File: src/rtl/clock_phase_gen.sv
// Two-phase timing generator: phi1/phi2 levels, step_a/step_b enables, 8-subcycle sequencer with SYNC.
// Latency: every output is a registered decode of the (subcycle, tick) counter, one sysclk behind it.
// Backpressure: none; stop freezes the counter at A1/t0 only at the X3 boundary, released by stop low.
module clock_phase_gen #(
  parameter int unsigned SUB_TICKS = 8,
  parameter int unsigned PHI_W     = 2
) (
  input  logic       sysclk,
  input  logic       reset_n,
  input  logic       stop,
  output logic       phi1,
  output logic       phi2,
  output logic       step_a,
  output logic       step_b,
  output logic       sync_n,
  output logic [7:0] subcycle,
  output logic       halted
);

  localparam int unsigned TW = (SUB_TICKS > 1) ? $clog2(SUB_TICKS) : 1;
  localparam int unsigned H  = SUB_TICKS / 2;

  // Tick decode points; phi1 occupies [0, PHI_W), phi2 occupies [H, H+PHI_W).
  localparam logic [TW-1:0] T_ONE      = TW'(1);
  localparam logic [TW-1:0] T_LAST     = TW'(SUB_TICKS - 1);
  localparam logic [TW-1:0] T_PHI1_END = TW'(PHI_W);
  localparam logic [TW-1:0] T_STEP_A   = TW'(PHI_W - 1);
  localparam logic [TW-1:0] T_PHI2_BEG = TW'(H);
  localparam logic [TW-1:0] T_PHI2_END = TW'(H + PHI_W);
  localparam logic [TW-1:0] T_STEP_B   = TW'(H + PHI_W - 1);

  localparam logic [2:0] S_X3 = 3'd7;

  logic [TW-1:0] t_q, t_d;
  logic [2:0]    s_q, s_d;
  logic          halt_q, halt_d;

  logic       phi1_q, phi1_d;
  logic       phi2_q, phi2_d;
  logic       step_a_q, step_a_d;
  logic       step_b_q, step_b_d;
  logic       sync_n_q, sync_n_d;
  logic [7:0] subcycle_q, subcycle_d;
  logic       halted_q, halted_d;

  // Counter advance; stop is only looked at on the final tick of X3, and a halt
  // parks the counter at A1/t0 so counting restarts with a full phi1.
  always_comb begin
    t_d    = t_q;
    s_d    = s_q;
    halt_d = halt_q;
    if (halt_q) begin
      t_d = '0;
      s_d = 3'd0;
      if (!stop) begin
        halt_d = 1'b0;
      end
    end else if (t_q == T_LAST) begin
      t_d = '0;
      s_d = s_q + 3'd1;
      if ((s_q == S_X3) && stop) begin
        s_d    = 3'd0;
        halt_d = 1'b1;
      end
    end else begin
      t_d = t_q + T_ONE;
    end
  end

  // Decode of the current counter state; a halt forces every phase output idle.
  always_comb begin
    phi1_d     = 1'b0;
    phi2_d     = 1'b0;
    step_a_d   = 1'b0;
    step_b_d   = 1'b0;
    sync_n_d   = 1'b1;
    subcycle_d = 8'h01;
    halted_d   = halt_q;
    if (!halt_q) begin
      phi1_d     = (t_q < T_PHI1_END);
      phi2_d     = (t_q >= T_PHI2_BEG) && (t_q < T_PHI2_END);
      step_a_d   = (t_q == T_STEP_A);
      step_b_d   = (t_q == T_STEP_B);
      sync_n_d   = (s_q != S_X3);
      subcycle_d = 8'h01 << s_q;
    end
  end

  // Counter and halt state registers.
  always_ff @(posedge sysclk or negedge reset_n) begin
    if (!reset_n) begin
      t_q    <= '0;
      s_q    <= 3'd0;
      halt_q <= 1'b0;
    end else begin
      t_q    <= t_d;
      s_q    <= s_d;
      halt_q <= halt_d;
    end
  end

  // Output registers; reset drives them idle immediately, without a clock.
  always_ff @(posedge sysclk or negedge reset_n) begin
    if (!reset_n) begin
      phi1_q     <= 1'b0;
      phi2_q     <= 1'b0;
      step_a_q   <= 1'b0;
      step_b_q   <= 1'b0;
      sync_n_q   <= 1'b1;
      subcycle_q <= 8'h01;
      halted_q   <= 1'b0;
    end else begin
      phi1_q     <= phi1_d;
      phi2_q     <= phi2_d;
      step_a_q   <= step_a_d;
      step_b_q   <= step_b_d;
      sync_n_q   <= sync_n_d;
      subcycle_q <= subcycle_d;
      halted_q   <= halted_d;
    end
  end

  assign phi1     = phi1_q;
  assign phi2     = phi2_q;
  assign step_a   = step_a_q;
  assign step_b   = step_b_q;
  assign sync_n   = sync_n_q;
  assign subcycle = subcycle_q;
  assign halted   = halted_q;

endmodule

File: config.mk
export PLATFORM = sky130hd
export DESIGN_NAME = clock_phase_gen
export DESIGN_NICKNAME = d
export VERILOG_FILES = /design/src/rtl/clock_phase_gen.sv
export SDC_FILE = /design/constraint.sdc
export NUM_CORES = 1
export LEC_CHECK = 0
export ABC_AREA = 1
export BUFFER_PORTS_ARGS = -buffer_cell sky130_fd_sc_hd__buf_2
export CAP_MARGIN = 10
export CORE_MARGIN = 1.5
export CORE_UTILIZATION = 55
export CTS_BUF_LIST = sky130_fd_sc_hd__clkbuf_4
export DETAILED_ROUTE_END_ITERATION = 7
export PLACE_DENSITY = 0.9
export SYNTH_ARGS = -nofsm -noshare
export SYNTH_HDL_FRONTEND = slang
export SYNTH_SLANG_ARGS = --single-unit
File: constraint.sdc
create_clock -name sysclk -period 1.4 [get_ports sysclk]
set_clock_uncertainty 0.15 [all_clocks]
set_input_delay 0.28 -clock sysclk [delete_from_list [all_inputs] [get_ports sysclk]]
set_output_delay 0.28 -clock sysclk [all_outputs]
set_load 0.02 [all_outputs]
# Word-level counts from Yosys, hierarchy flattened
# Cells that the tools add are included.
classes:
  reduce_logical: 3
  mux: 15
  eq_ne: 5
  magnitude_cmp: 3
  n_shift: 1
  add_sub_neg: 2
ops:
  columns: ["cell", "count"]
  rows:
  - ["3-bit 2-to-1 mux", 5]
  - ["3-bit equality test, second input constant", 3]
  - ["1-bit 2-to-1 mux", 9]
  - ["8-bit 2-to-1 mux", 1]
  - ["1-bit by 3-bit left shift with 8-bit output, first input constant", 1]
  - ["3-bit by 1-bit adder with 3-bit output, second input constant", 2]
  - ["3-bit by 1-bit equality test with 1-bit output, second input constant", 1]
  - ["3-bit >= comparator, second input constant", 1]
  - ["3-bit by 2-bit less-than comparator with 1-bit output, second input constant", 1]
  - ["3-bit less-than comparator, second input constant", 1]
  - ["3-bit != test, second input constant", 1]
  - ["1-bit logical AND", 2]
  - ["2-bit nonzero test", 1]
totals:
  out_inout_bits: 14
  regBits: 21
  wordCells: 39
  in_bits: 3

# Logic depth before layout (Yosys ltp)
logic_depth:
  depth_word: 5
  ltp_mapped: 6

# Least setup slack after synthesis
# Ideal clock, no wire load.
synth_timing:
  kind: "reg2reg"
  start: "register t_q[0]"
  end: "register s_q[0]"
  setup_time_ps: 117
  slack_ps: 111
  path_buffers: 0
  arrival_ps: 1021
  period_less_slack_ps: 1289
  required_time_ps: 1133
  stages_incl_launch_ff: 7
  cell_sequence: "dfrtp_1 > ha_1 > ha_1 > inv_1 > nor2_1 > nand3_1 > nand2_1"
synth_between:
  elab_chain_cells: 2
synth_rtl:
  columns: ["item", "line_no", "rtl"]
  rows:
  - ["start, declared", "34", "logic [TW-1:0] t_q, t_d;"]
  - ["start signal, assigned", "96", "t_q <= t_d;"]
  - ["3-bit equality test", "58", "end else if (t_q == T_LAST) begin"]
  - ["2-bit nonzero test (no line)", null, null]
  - ["end signal, assigned", "93", "s_q <= 3'd0;"]
  - ["end signal, assigned", "97", "s_q <= s_d;"]
  - ["end, declared", "35", "logic [2:0] s_q, s_d;"]
# No other way between the ends.
# A chain may end at the register's enable or synchronous reset.

# Final worst setup path
layout_timing:
  start: "register sync_n_q (netlist: sync_n)"
  end: "output sync_n"
layout_rtl:
  columns: ["item", "line_no", "rtl"]
  rows:
  - ["start, declared", "42", "logic sync_n_q, sync_n_d;"]
  - ["start signal, assigned", "117", "sync_n_q <= sync_n_d;"]
  - ["end, declared", "15", "output logic sync_n,"]
# No word-level cell between the ends.

==> qor.csv <==
metric,value,unit
Synth Register Bits,21,
Hold WS,0.0700,ns
period utilization,99.4,%
Pwr Density,2070,nW/µm²
fin area,1050,µm²
fin nets,117,
worst slew pin tran,0.447,ns
final hold violations,0,
drt first pass iters,4,
initial antenna violation count,0,
max incr delay on CP,0.55,ns
"commonest non-fill, non-tap cells in the layout","dfrtp_1 (19), inv_1 (15), buf_2 (14), nand2_1 (9), nor2_1 (8)",
routability congestion estimate,0.839,
die height,42.4,µm
critical path class,reg2out,
Pleak,0.607,nW
critical-path maximum fanout,1,
CP top delay family,flip-flops,
initial core utilization,57.9,%
CTS tree,done,
start point of the critical path,sync_n$_DFF_PN1_,
die area,1790,µm²
yosys warns,0,
Routed Antenna Nets,0,
"commonest non-fill, non-tap cell in the layout",dfrtp_1,
Critical Path Sink,sync_n,
CTS buffer count,3,
row count,14,
share of layout cells above drive strength 1,32.7,%
vias,599,
number of DRC markers in iteration 0,13,
syn_area_per_cell,10.9,µm²
Skew-Pair Late Insertion Delay,0.31,ns
core area,1470,µm²
Root Buffer,clkbuf_4,
vias in the first global route,624,
Buffers on Ports,16,
Antenna diodes,0,
Via-to-Cell Ratio,4.99,
Congestion Overflow GR,0,
first-pass GRT wire length,2620,µm
final setup violation count,0,
CP max-delay cell,dfstp_2,
CP Capture Type,output port,
syn nets,90,
r2r worst-path depth,6,
max-cap viol count,0,
"critical path, cell by cell",buf_6,
Clock Pin Slew Worst Setup and Hold Paths,0.12,ns
maximum VDD drop,0.953,mV
die width,42.4,µm
Top-Level Pins,17,
GR Util All Layers,20.5,%
Worst slew margin,70.2,%
Placed Area,963,µm²
synth unique cells,12,
Min-Delay Path Class,in2reg,
routed len/inst,13.9,µm
clk sinks,21,
R2R Setup Slk,0.02,ns
Final Routed Wirelength,1670,µm
Longest Clk Path Bufs,2,
post-synthesis sequential area ratio,62.0,%
CP arrival,0.96,ns
reg-to-reg endpoint,s_q[2]$_DFFE_PN0P_,
Setup crit start kind,flip-flop,
status,completed,
Worst EP required,0.97,ns
Final HPWL DP,1110,µm
Final min period,1.39,ns
DRC violations left,0,
RSZ-0062 raised after global routing,true,
reg-to-reg critical path startpoint,t_q[0]$_DFF_PN0_,
Max Transition Viols Final,0,
CP Buf/Inv Count,1,
Area Overhead vs Synth,23.3,%
mapped cell area,852,µm²
Post-Synthesis Cells,78,
Crit path depth,1,
Fmax achieved,0.718,GHz
largest net degree at the start of global routing,22,
CTS H-tree depth,1,
==> synthesized netlist by cell type <==
| master | instances | area share, % |
|---|---|---|
| nor3_1 | 6 | 3.5 |
| nand3_1 | 3 | 1.8 |
| nand2_1 | 10 | 4.4 |
| ha_1 | 9 | 13 |
| inv_1 | 16 | 7.0 |
| buf_6 | 1 | 1.3 |
| o21ai_0 | 2 | 1.2 |
| nor2_4 | 1 | 1.3 |
| nor2_2 | 1 | 0.73 |
| nor2_1 | 8 | 3.5 |
| dfstp_2 | 2 | 6.2 |
| dfrtp_1 | 19 | 56 |
==> metal layers <==
layer	up-vias	part of all wire [%]	track usage (%)
met2	24	56	37.5
met3	4	3.9	4.31
met4	0	1.8	12.5
met5	-	0	0
met1	284	38	20.9
li1	287	-	-
==> worst min-delay path by stage <==
stage / start / end / slack [ns] / depth (start not counted)
2_1_floorplan: reset_n / halt_q$_DFF_PN0_ / -0.17 / 0
3_3_place_gp: reset_n / step_b$_DFF_PN0_ / 0.09 / 1
3_5_place_dp: reset_n / step_b$_DFF_PN0_ / 0.1 / 1
4_1_cts: stop / halt_q$_DFF_PN0_ / 0.05 / 3
5_1_grt: stop / halt_q$_DFF_PN0_ / 0.09 / 3
6_report: stop / halt_q$_DFF_PN0_ / 0.07 / 3
==> flip-flops by register name, indices dropped and copies added (netlist names) <==
register / count
s_q: 3
step_b: 1
halted: 1
subcycle: 8
halt_q: 1
sync_n: 1
phi1: 1
t_q: 3
phi2: 1
step_a: 1
==> where the power goes <==
part	switching, W	internal [W]	total [W]
registers	0.000115	0.000818	0.000934
logic	0.000561	0.000377	0.000938
clock network	0.000177	0.000131	0.000308
==> area by class of cell <==
| cell class | count | area, µm² |
|---|---|---|
| clock buffer | 4 | 30.0 |
| fill | 105 | 420 |
| inverter | 16 | 60.1 |
| multi-input combinational | 40 | 265 |
| sequential | 21 | 528 |
| tap | 16 | 20.0 |
| timing repair buffer | 23 | 148 |
==> worst register-to-register path: cells and delay by family (launching register included) <==
family,cells,cell delay (ns)
flops,1,0.42
buf+inv,1,0.09
simple gates,3,0.19
fa+ha+maj,2,0.41
==> what timing repair did <==
item / CTS / global route
setup buffers: 0 / 3
hold buffers: 1 / 0
endpoints found under the hold margin: 19 / 0
setup endpoints to repair: 5 / 8
gates resized for setup: 4 / 5
==> kinds of logic (layout without fill, tap and decap cells) <==
logic type      Yosys count  in the layout  synth area share (%)
simple gates             29             29                  15.3
flops                    21             21                  62.0
buf+inv                  17             43                  8.37
fa+ha+maj                 9              9                  13.2
compound gates            2              2                  1.17
==> through the flow <==
step                cells  total power [W]  setup slack [ns]   TNS, ns  util [%]
detailed placement    112          0.00177           0.00460         0      65.5
global placement      112          0.00169            0.0762         0      65.5
global route          120          0.00233           -0.0133   -0.0336      71.4
CTS                   117          0.00209          -0.00433  -0.00822      68.9
finish                120          0.00218           0.00795         0      71.4
floorplan              78          0.00146             0.111         0         -
(Power assumes the default switching activity.)
